<file path="src/rtl/key_pkg.sv">
`default_nettype none
// ============================================================================
// Module   : key_pkg
// Purpose  : State encoding and default 50 MHz timing for key_debounce.
// Revision : 1.0
// ============================================================================
package key_pkg;

  typedef enum logic [1:0] {
    ST_IDLE       = 2'd0,
    ST_PRESS_DB   = 2'd1,
    ST_HELD       = 2'd2,
    ST_RELEASE_DB = 2'd3
  } key_state_e;

  localparam int DEF_DEBOUNCE_CYC = 1_000_000;
  localparam int DEF_LONG_CYC     = 50_000_000;
  localparam int DEF_REPEAT_CYC   = 10_000_000;

endpackage
`default_nettype wire

</file>
<file path="src/rtl/sync_2ff.sv">
`default_nettype none
// ============================================================================
// Module   : sync_2ff
// Purpose  : Two-flop synchroniser for a single asynchronous input bit.
// Revision : 1.0
// ============================================================================
module sync_2ff #(
  parameter logic RESET_VAL = 1'b0
) (
  input  logic clk,
  input  logic rst,
  input  logic d,
  output logic q
);

  logic sync1_q;
  logic sync2_q;

  always_ff @(posedge clk or posedge rst) begin
    if (rst) begin
      sync1_q <= RESET_VAL;
      sync2_q <= RESET_VAL;
    end else begin
      sync1_q <= d;
      sync2_q <= sync1_q;
    end
  end

  assign q = sync2_q;

endmodule
`default_nettype wire

</file>
<file path="src/rtl/key_debounce.sv">
`default_nettype none
// ============================================================================
// Module   : key_debounce
// Purpose  : Debounces one active-low push-button into level, press, release,
//            long-hold and auto-repeat events (all registered).
// Revision : 1.0
// ============================================================================
module key_debounce
  import key_pkg::*;
#(
  parameter int DEBOUNCE_CYC = DEF_DEBOUNCE_CYC,
  parameter int LONG_CYC     = DEF_LONG_CYC,
  parameter int REPEAT_CYC   = DEF_REPEAT_CYC
) (
  input  logic clk,
  input  logic rst,
  input  logic key_n,
  output logic key_level,
  output logic key_press,
  output logic key_release,
  output logic key_long,
  output logic key_repeat
);

  localparam int DB_W   = $clog2(DEBOUNCE_CYC);
  localparam int HOLD_W = $clog2(LONG_CYC);
  localparam int REP_W  = $clog2(REPEAT_CYC);

  localparam logic [DB_W-1:0]   DB_LAST   = DB_W'(DEBOUNCE_CYC - 1);
  localparam logic [HOLD_W-1:0] HOLD_LAST = HOLD_W'(LONG_CYC - 1);
  localparam logic [REP_W-1:0]  REP_LAST  = REP_W'(REPEAT_CYC - 1);

  logic sync_key_n;
  logic key_s;

  key_state_e        state_q,     state_d;
  logic [DB_W-1:0]   db_cnt_q,    db_cnt_d;
  logic [HOLD_W-1:0] hold_cnt_q,  hold_cnt_d;
  logic [REP_W-1:0]  rep_cnt_q,   rep_cnt_d;
  logic              long_done_q, long_done_d;
  logic              level_q,     level_d;
  logic              press_q,     press_d;
  logic              release_q,   release_d;
  logic              long_q,      long_d;
  logic              repeat_q,    repeat_d;

  // Resets to "released" so a reset never fabricates a press.
  sync_2ff #(
    .RESET_VAL (1'b1)
  ) u_sync_key (
    .clk (clk),
    .rst (rst),
    .d   (key_n),
    .q   (sync_key_n)
  );

  assign key_s = ~sync_key_n;

  always_comb begin
    state_d     = state_q;
    db_cnt_d    = db_cnt_q;
    hold_cnt_d  = hold_cnt_q;
    rep_cnt_d   = rep_cnt_q;
    long_done_d = long_done_q;
    level_d     = level_q;
    press_d     = 1'b0;
    release_d   = 1'b0;
    long_d      = 1'b0;
    repeat_d    = 1'b0;

    case (state_q)
      ST_IDLE: begin
        if (key_s) begin
          state_d  = ST_PRESS_DB;
          db_cnt_d = '0;
        end
      end
      ST_PRESS_DB: begin
        if (!key_s) begin
          state_d = ST_IDLE;
        end else if (db_cnt_q == DB_LAST) begin
          state_d     = ST_HELD;
          press_d     = 1'b1;
          level_d     = 1'b1;
          hold_cnt_d  = '0;
          long_done_d = 1'b0;
        end else begin
          db_cnt_d = db_cnt_q + DB_W'(1);
        end
      end
      ST_HELD: begin
        if (!key_s) begin
          state_d  = ST_RELEASE_DB;
          db_cnt_d = '0;
        end else if (!long_done_q) begin
          // hold_cnt parks at its last value once the long event has fired
          if (hold_cnt_q == HOLD_LAST) begin
            long_d      = 1'b1;
            long_done_d = 1'b1;
            rep_cnt_d   = '0;
          end else begin
            hold_cnt_d = hold_cnt_q + HOLD_W'(1);
          end
        end else if (rep_cnt_q == REP_LAST) begin
          repeat_d  = 1'b1;
          rep_cnt_d = '0;
        end else begin
          rep_cnt_d = rep_cnt_q + REP_W'(1);
        end
      end
      ST_RELEASE_DB: begin
        if (key_s) begin
          state_d = ST_HELD;
        end else if (db_cnt_q == DB_LAST) begin
          state_d   = ST_IDLE;
          release_d = 1'b1;
          level_d   = 1'b0;
        end else begin
          db_cnt_d = db_cnt_q + DB_W'(1);
        end
      end
      default: state_d = ST_IDLE;
    endcase
  end

  always_ff @(posedge clk or posedge rst) begin
    if (rst) begin
      state_q     <= ST_IDLE;
      db_cnt_q    <= '0;
      hold_cnt_q  <= '0;
      rep_cnt_q   <= '0;
      long_done_q <= 1'b0;
      level_q     <= 1'b0;
      press_q     <= 1'b0;
      release_q   <= 1'b0;
      long_q      <= 1'b0;
      repeat_q    <= 1'b0;
    end else begin
      state_q     <= state_d;
      db_cnt_q    <= db_cnt_d;
      hold_cnt_q  <= hold_cnt_d;
      rep_cnt_q   <= rep_cnt_d;
      long_done_q <= long_done_d;
      level_q     <= level_d;
      press_q     <= press_d;
      release_q   <= release_d;
      long_q      <= long_d;
      repeat_q    <= repeat_d;
    end
  end

  assign key_level   = level_q;
  assign key_press   = press_q;
  assign key_release = release_q;
  assign key_long    = long_q;
  assign key_repeat  = repeat_q;

endmodule
`default_nettype wire

</file>
<file path="config.mk">
export PLATFORM = sky130hd
export DESIGN_NAME = key_debounce
export DESIGN_NICKNAME = d
export VERILOG_FILES = /design/src/rtl/key_pkg.sv /design/src/rtl/sync_2ff.sv /design/src/rtl/key_debounce.sv
export SDC_FILE = /design/constraint.sdc
export NUM_CORES = 1
export LEC_CHECK = 0
export CORE_MARGIN = 2
export CORE_UTILIZATION = 52
export DETAILED_ROUTE_END_ITERATION = 16
export GPL_TIMING_DRIVEN = 0
export HOLD_SLACK_MARGIN = 0.08
export PLACE_DENSITY = 0.73
export RECOVER_POWER = 100
export SLEW_MARGIN = 20
export SYNTH_ARGS = -nofsm -noshare
export SYNTH_HDL_FRONTEND = slang
export SYNTH_SLANG_ARGS = --single-unit
</file>
<file path="constraint.sdc">
create_clock -name clk -period 2.15 [get_ports clk]
set_clock_uncertainty 0.05 [all_clocks]
set_input_delay 0.215 -clock clk [delete_from_list [all_inputs] [get_ports clk]]
set_output_delay 0.215 -clock clk [all_outputs]
set_load 0.1 [all_outputs]
</file>
* Word level (Yosys, flattened, before mapping) *
Cells that the tools add are included.

cells by class
  add/sub/neg operators = 3
  equal/unequal tests = 17
  multiplexer cells = 44
  bitwise logic cells = 1
  reductions and logical operators = 10

operator list
  operator                                                                  number
  26-bit 2-to-1 mux                                                         5
  20-bit 2-to-1 mux                                                         5
  20-bit one-hot mux with 4 select lines                                    1
  24-bit 2-to-1 mux                                                         3
  26-bit one-hot mux with 2 select lines                                    1
  26-bit by 1-bit adder with 26-bit output (second input constant)          1
  26-bit equality test (second input constant)                              1
  24-bit by 1-bit adder with 24-bit output (second input constant)          1
  24-bit equality test (second input constant)                              1
  20-bit by 1-bit adder with 20-bit output (second input constant)          1
  20-bit equality test (second input constant)                              1
  1-bit 2-to-1 mux                                                          20
  2-bit inequality test (second input constant)                             7
  2-bit 2-to-1 mux                                                          6
  4-bit AND reduction                                                       3
  2-bit one-hot mux with 4 select lines                                     1
  6-bit AND reduction                                                       1
  2-bit nonzero test                                                        3
  5-bit AND reduction                                                       1
  2-bit equality test (second input constant)                               2
  2-bit by 1-bit inequality test with 1-bit output (second input constant)  2
  1-bit one-hot mux with 2 select lines                                     2
  3-bit by 2-bit inequality test with 1-bit output (second input constant)  1
  3-bit inequality test (second input constant)                             1
  4 further kinds                                                           4

word-level totals
  register bits after elaboration = 80
  bits of input ports = 3
  output and inout bits = 5
  word-level logic and storage cells = 87

* Longest topological paths before layout *
  depth in word-level cells = 5
  gate-level depth with buffers = 9
  gate-level depth less buffers = 7

* Modules after synthesis *
From an unflattened synthesis, not the netlist that was laid out.

second synthesis, totals
  cells, all modules = 516
  area, all modules = 4663.2 µm²

modules (own cells, without submodules)
  module        instances  cells an instance  area each (µm²)  seq. area each (µm²)
  key_debounce  1          513                4606.9           1951.9
  sync_2ff      1          3                  56.3             52.6

* Worst setup path before layout *
OpenSTA, ideal clock, no wires.

  path kind = reg2reg
  from = register db_cnt_q[0]
  to = register hold_cnt_q[1]
  setup time = 0.095 ns
  arrival = 2.031 ns
  data required time = 2.005 ns
  path slack = -0.027 ns
  stages on the path, launching flop included = 10
  path buffers = 3
  period minus slack after synthesis = 2.177 ns
  cell sequence = dfrtp_1 ha_1 and4bb_2 and4b_1 buf_2 a21oi_2 buf_2 buf_1 o21ai_0 o31ai_1

on the way
  cells in the longest elaborated chain, start to end = 3

ends and longest elaborated chain
  item                                    RTL line             source
  start: declaration                      key_debounce.sv:37   logic [DB_W-1:0] db_cnt_q, db_cnt_d;
  start signal: assignment                key_debounce.sv:140  db_cnt_q <= db_cnt_d;
  20-bit equality test                    key_debounce.sv:81   end else if (db_cnt_q == DB_LAST) begin
  2-bit inequality test (no source line)  n/a
  6-bit AND reduction (no source line)    n/a
  end signal: assignment                  key_debounce.sv:141  hold_cnt_q <= hold_cnt_d;
  end: declaration                        key_debounce.sv:38   logic [HOLD_W-1:0] hold_cnt_q, hold_cnt_d;

Every way passes these cells.
A chain may end at the register's enable or synchronous reset.

* Worst setup path after layout *
  from = register hold_cnt_q[23]
  to = register hold_cnt_q[21]

on the way
  cells in the longest elaborated chain, start to end = 3

ends and longest elaborated chain
  item                                    RTL line            source
  26-bit equality test                    key_debounce.sv:97  if (hold_cnt_q == HOLD_LAST) begin
  2-bit inequality test (no source line)  n/a
  6-bit AND reduction (no source line)    n/a

Every way passes these cells.

==> results.json <==
{
  "use_met3_pct": 4.11,
  "async_reset_ff_share_pct": 100,
  "finalSetupViolCount": 10,
  "leakage_nw": 2.36,
  "dieArea_sq_mm": 0.00974,
  "arrival_ns": 2.48,
  "drc": 0,
  "cts.sinks": 80,
  "synth_common_cells": "dfrtp_1 (78), nand2_1 (53), a21oi_1 (38)",
  "core_area_sq_mm": 0.00872,
  "grtUsageMet1_pct": 36.7,
  "violations": "setup timing",
  "clk_pin_slew_ns": 0.09,
  "r2r-end": "hold_cnt_q[21]",
  "slew_viol_final": 0,
  "met2_usage_pct": 41.3,
  "synth_top_area_share_pct": 41.9,
  "path_common_cell": "buf_6",
  "clkPwrFrac_pct": 43.1,
  "rsz0062_at_grt": "yes",
  "antennaDiodeCount": 0,
  "fin_cells": 689,
  "worstSetupPathType": "reg2reg",
  "cts_buffers": 9,
  "synth_edf_count": 0,
  "place.gp.congestion": 0.940,
  "utilization_pct": 69.0,
  "finalCritPeriodShare_pct": 104,
  "numPortBuffers": 7,
  "yosys_register_bits": 80,
  "die_h_microns": 98.7,
  "p_comb_share_pct": 4.5,
  "startpoint_type": "flip-flop",
  "yosysTopAreaCell": "dfrtp_1",
  "switchingPower_uw": 700,
  "dr.pass1.iters": 7,
  "synth_area_per_cell_sq_um": 8.99,
  "clockRootBuffer": "clkbuf_8",
  "synthCells": 519,
  "grt_pass1_wl_microns": 20700,
  "std_cell_rows": 34,
  "post-route-min-period_ns": 2.24,
  "placed_cells": 636,
  "synth_area_leaders": "dfrtp_1 (42%), o31ai_1 (4.5%), nand2_1 (4.3%)",
  "grt_usage_pct": 26.1,
  "hold_viol": 0,
  "cp_max_fo": 7,
  "syn_nets": 525,
  "nets": 582,
  "ys.flop_type": "dfrtp_1",
  "drive_above_1_share_pct": 27.0,
  "start_util_pct": 53.5,
  "critical-path-top-delay-family": "simple AND/OR/NAND/NOR gates",
  "max_stage_delay_ns": 0.51,
  "synthToLayoutAreaGrowth_pct": 29.0,
  "crit_start": "hold_cnt_q[23]",
  "die_w_microns": 98.7,
  "place_ws_ns": -0.400,
  "routedWlPerCell_microns": 19.6,
  "crit_buf_inv": 2,
  "cp_cell_sequence": "and3_4 -> and4_1 -> buf_6 -> a32o_2 -> buf_6 -> or4_1 -> a21oi_1",
  "status": "complete, but fails checks",
  "tightest_slew_ns": 0.977,
  "r2r_setup_slack_ns": -0.09,
  "fin_setup_tns_ns": -0.565,
  "switching_share_pct": 23.9,
  "cp-endpoint": "hold_cnt_q[21]",
  "clk_latency_ns": 0.36,
  "syn-cell-area_sq_mm": 0.00466,
  "yosysMostFrequentCell": "dfrtp_1",
  "grt_overflow_total": 0,
  "hp-class": "reg2reg",
  "vias_per_cell": 6.68,
  "cts_hold_buf": 0,
  "fin_ws_ns": -0.0930,
  "power_density_mw_per_mm2": 486,
  "grt_pass1_vias": 4219,
  "timing.fmax_mhz": 446,
  "r2r_start": "hold_cnt_q[23]",
  "slowest_stage": "or4_1",
  "seq_power_share_pct": 52.5,
  "post-dp-hpwl_microns": 8270,
  "slew_headroom_pct": 34.6,
  "grt_start_max_net_pins": 33,
  "ys_seq_area_share_pct": 43.0,
  "grt_antenna_before_repair": 0,
  "ir_drop_mv": 0.399,
  "wl_microns": 13500,
  "grt-busiest-layer": "met2",
  "p_int_mw": 2.22,
  "ios": 8,
  "ant_nets": 0,
  "drv_cap": 0,
  "cts_tree": "done",
  "yosys_warnings": 0,
  "worstPathRequired_ns": 2.39,
  "vias": 4603,
  "htree_levels": 3,
  "reg2regPathDepth": 7,
  "end_kind": "flip-flop",
  "clk_path_buf_depth": 2,
  "drt_iter0_markers": 316,
  "ys_types": 64,
  "critical_path_depth": 7
}
worst register-to-register path, cell delays in order (launching register included):
cell	delay, ns
dfrtp_1	0.42
and3_4	0.21
and4_1	0.22
buf_6	0.14
a32o_2	0.31
buf_6	0.15
or4_1	0.51
a21oi_1	0.15
worst min-delay path by stage:
stage                                   from            endpoint  slack, ns  cells past startpoint
after floorplan                        key_n  u_sync_key.sync1_q       0.17                      0
after global placement    u_sync_key.sync1_q        u_sync_key.q       0.30                      0
after detailed placement  u_sync_key.sync1_q        u_sync_key.q       0.31                      0
after CTS                                rst       rep_cnt_q[15]       0.19                      2
after global routing      u_sync_key.sync1_q        u_sync_key.q       0.32                      0
final                     u_sync_key.sync1_q        u_sync_key.q       0.32                      0
state kept, by name, indices dropped and copies added, names as in the netlist, named ones only:
signal              cells
state_q                 1
u_sync_key.sync1_q      1
key_level               1
key_long                1
u_sync_key.q            1
key_press               1
long_done_q             1
key_release             1
db_cnt_q               20
hold_cnt_q             26
rep_cnt_q              24
key_repeat              1
final cells by class:
type	instances	area (sq um)
multi-input cells	397	2900
fillers	639	2710
flip-flops and latches	80	2010
repair buffers	49	470
plain buffers	28	243
well taps	108	135
clock buffers	9	124
clock inverters	7	96.3
inverters	11	42.5
power groups by stage:
stage	sequential (mW)	combinational (mW)	clock [mW]
final	1.53	0.130	1.26
after global routing	1.54	0.148	1.34
after CTS	1.53	0.111	1.27
after detailed placement	1.56	0.101	0
after global placement	1.56	0.0894	0
after floorplan	1.56	0.0651	0
layer usage:
layer	vias up	part of all wire (%)
met5	-	0
met4	0	2.2
met3	34	5.5
met2	180	49
met1	2283	43
li1	2106	-
cell usage in the layout (no fill, tap or decap), drive strengths merged, types with 5 or more instances in the layout:
cell type	count
dfrtp	78
buf	56
nand2	53
a21oi	39
nor2	29
o21ai	28
o31ai	28
nand3	27
clkbuf	23
nand4	17
and4	14
and3	14
or4	14
a31oi	12
or3	12
nor3	11
inv	10
xnor2	8
nor4b	7
nor2b	6
nand2b	6
and2	6
a2111oi	6
a41o	5
per-stage QoR:
stage	power [mW]	hold slack, ns	instance area (sq um)
global placement	1.65	0.304	4870
CTS	2.91	0.188	5370
finish	2.92	0.322	6010
floorplan	1.62	0.169	4670
global route	3.02	0.317	6010
detailed placement	1.66	0.307	4910
what timing repair did:
item | 4_1_cts | 5_1_grt
buffers inserted | 7 | 28
pin swaps | 11 | 30
endpoints found under the setup margin | 65 | 65
resized for setup | 49 | 95
endpoints found under the hold margin | 0 | 0
cloned | 1 | 4
cell families after synthesis:
group | after synthesis | share of synthesized area, %
AOI/OAI and AO/OA | 144 | 20.4
DFF | 80 | 43.0
xor gates and xnor gates | 9 | 1.69
and+or+nand+nor | 237 | 29.1
adders and majority gates | 3 | 0.805
muxes | 4 | 0.885
buffers and inverters | 42 | 4.13
(Power assumes the default switching activity.)
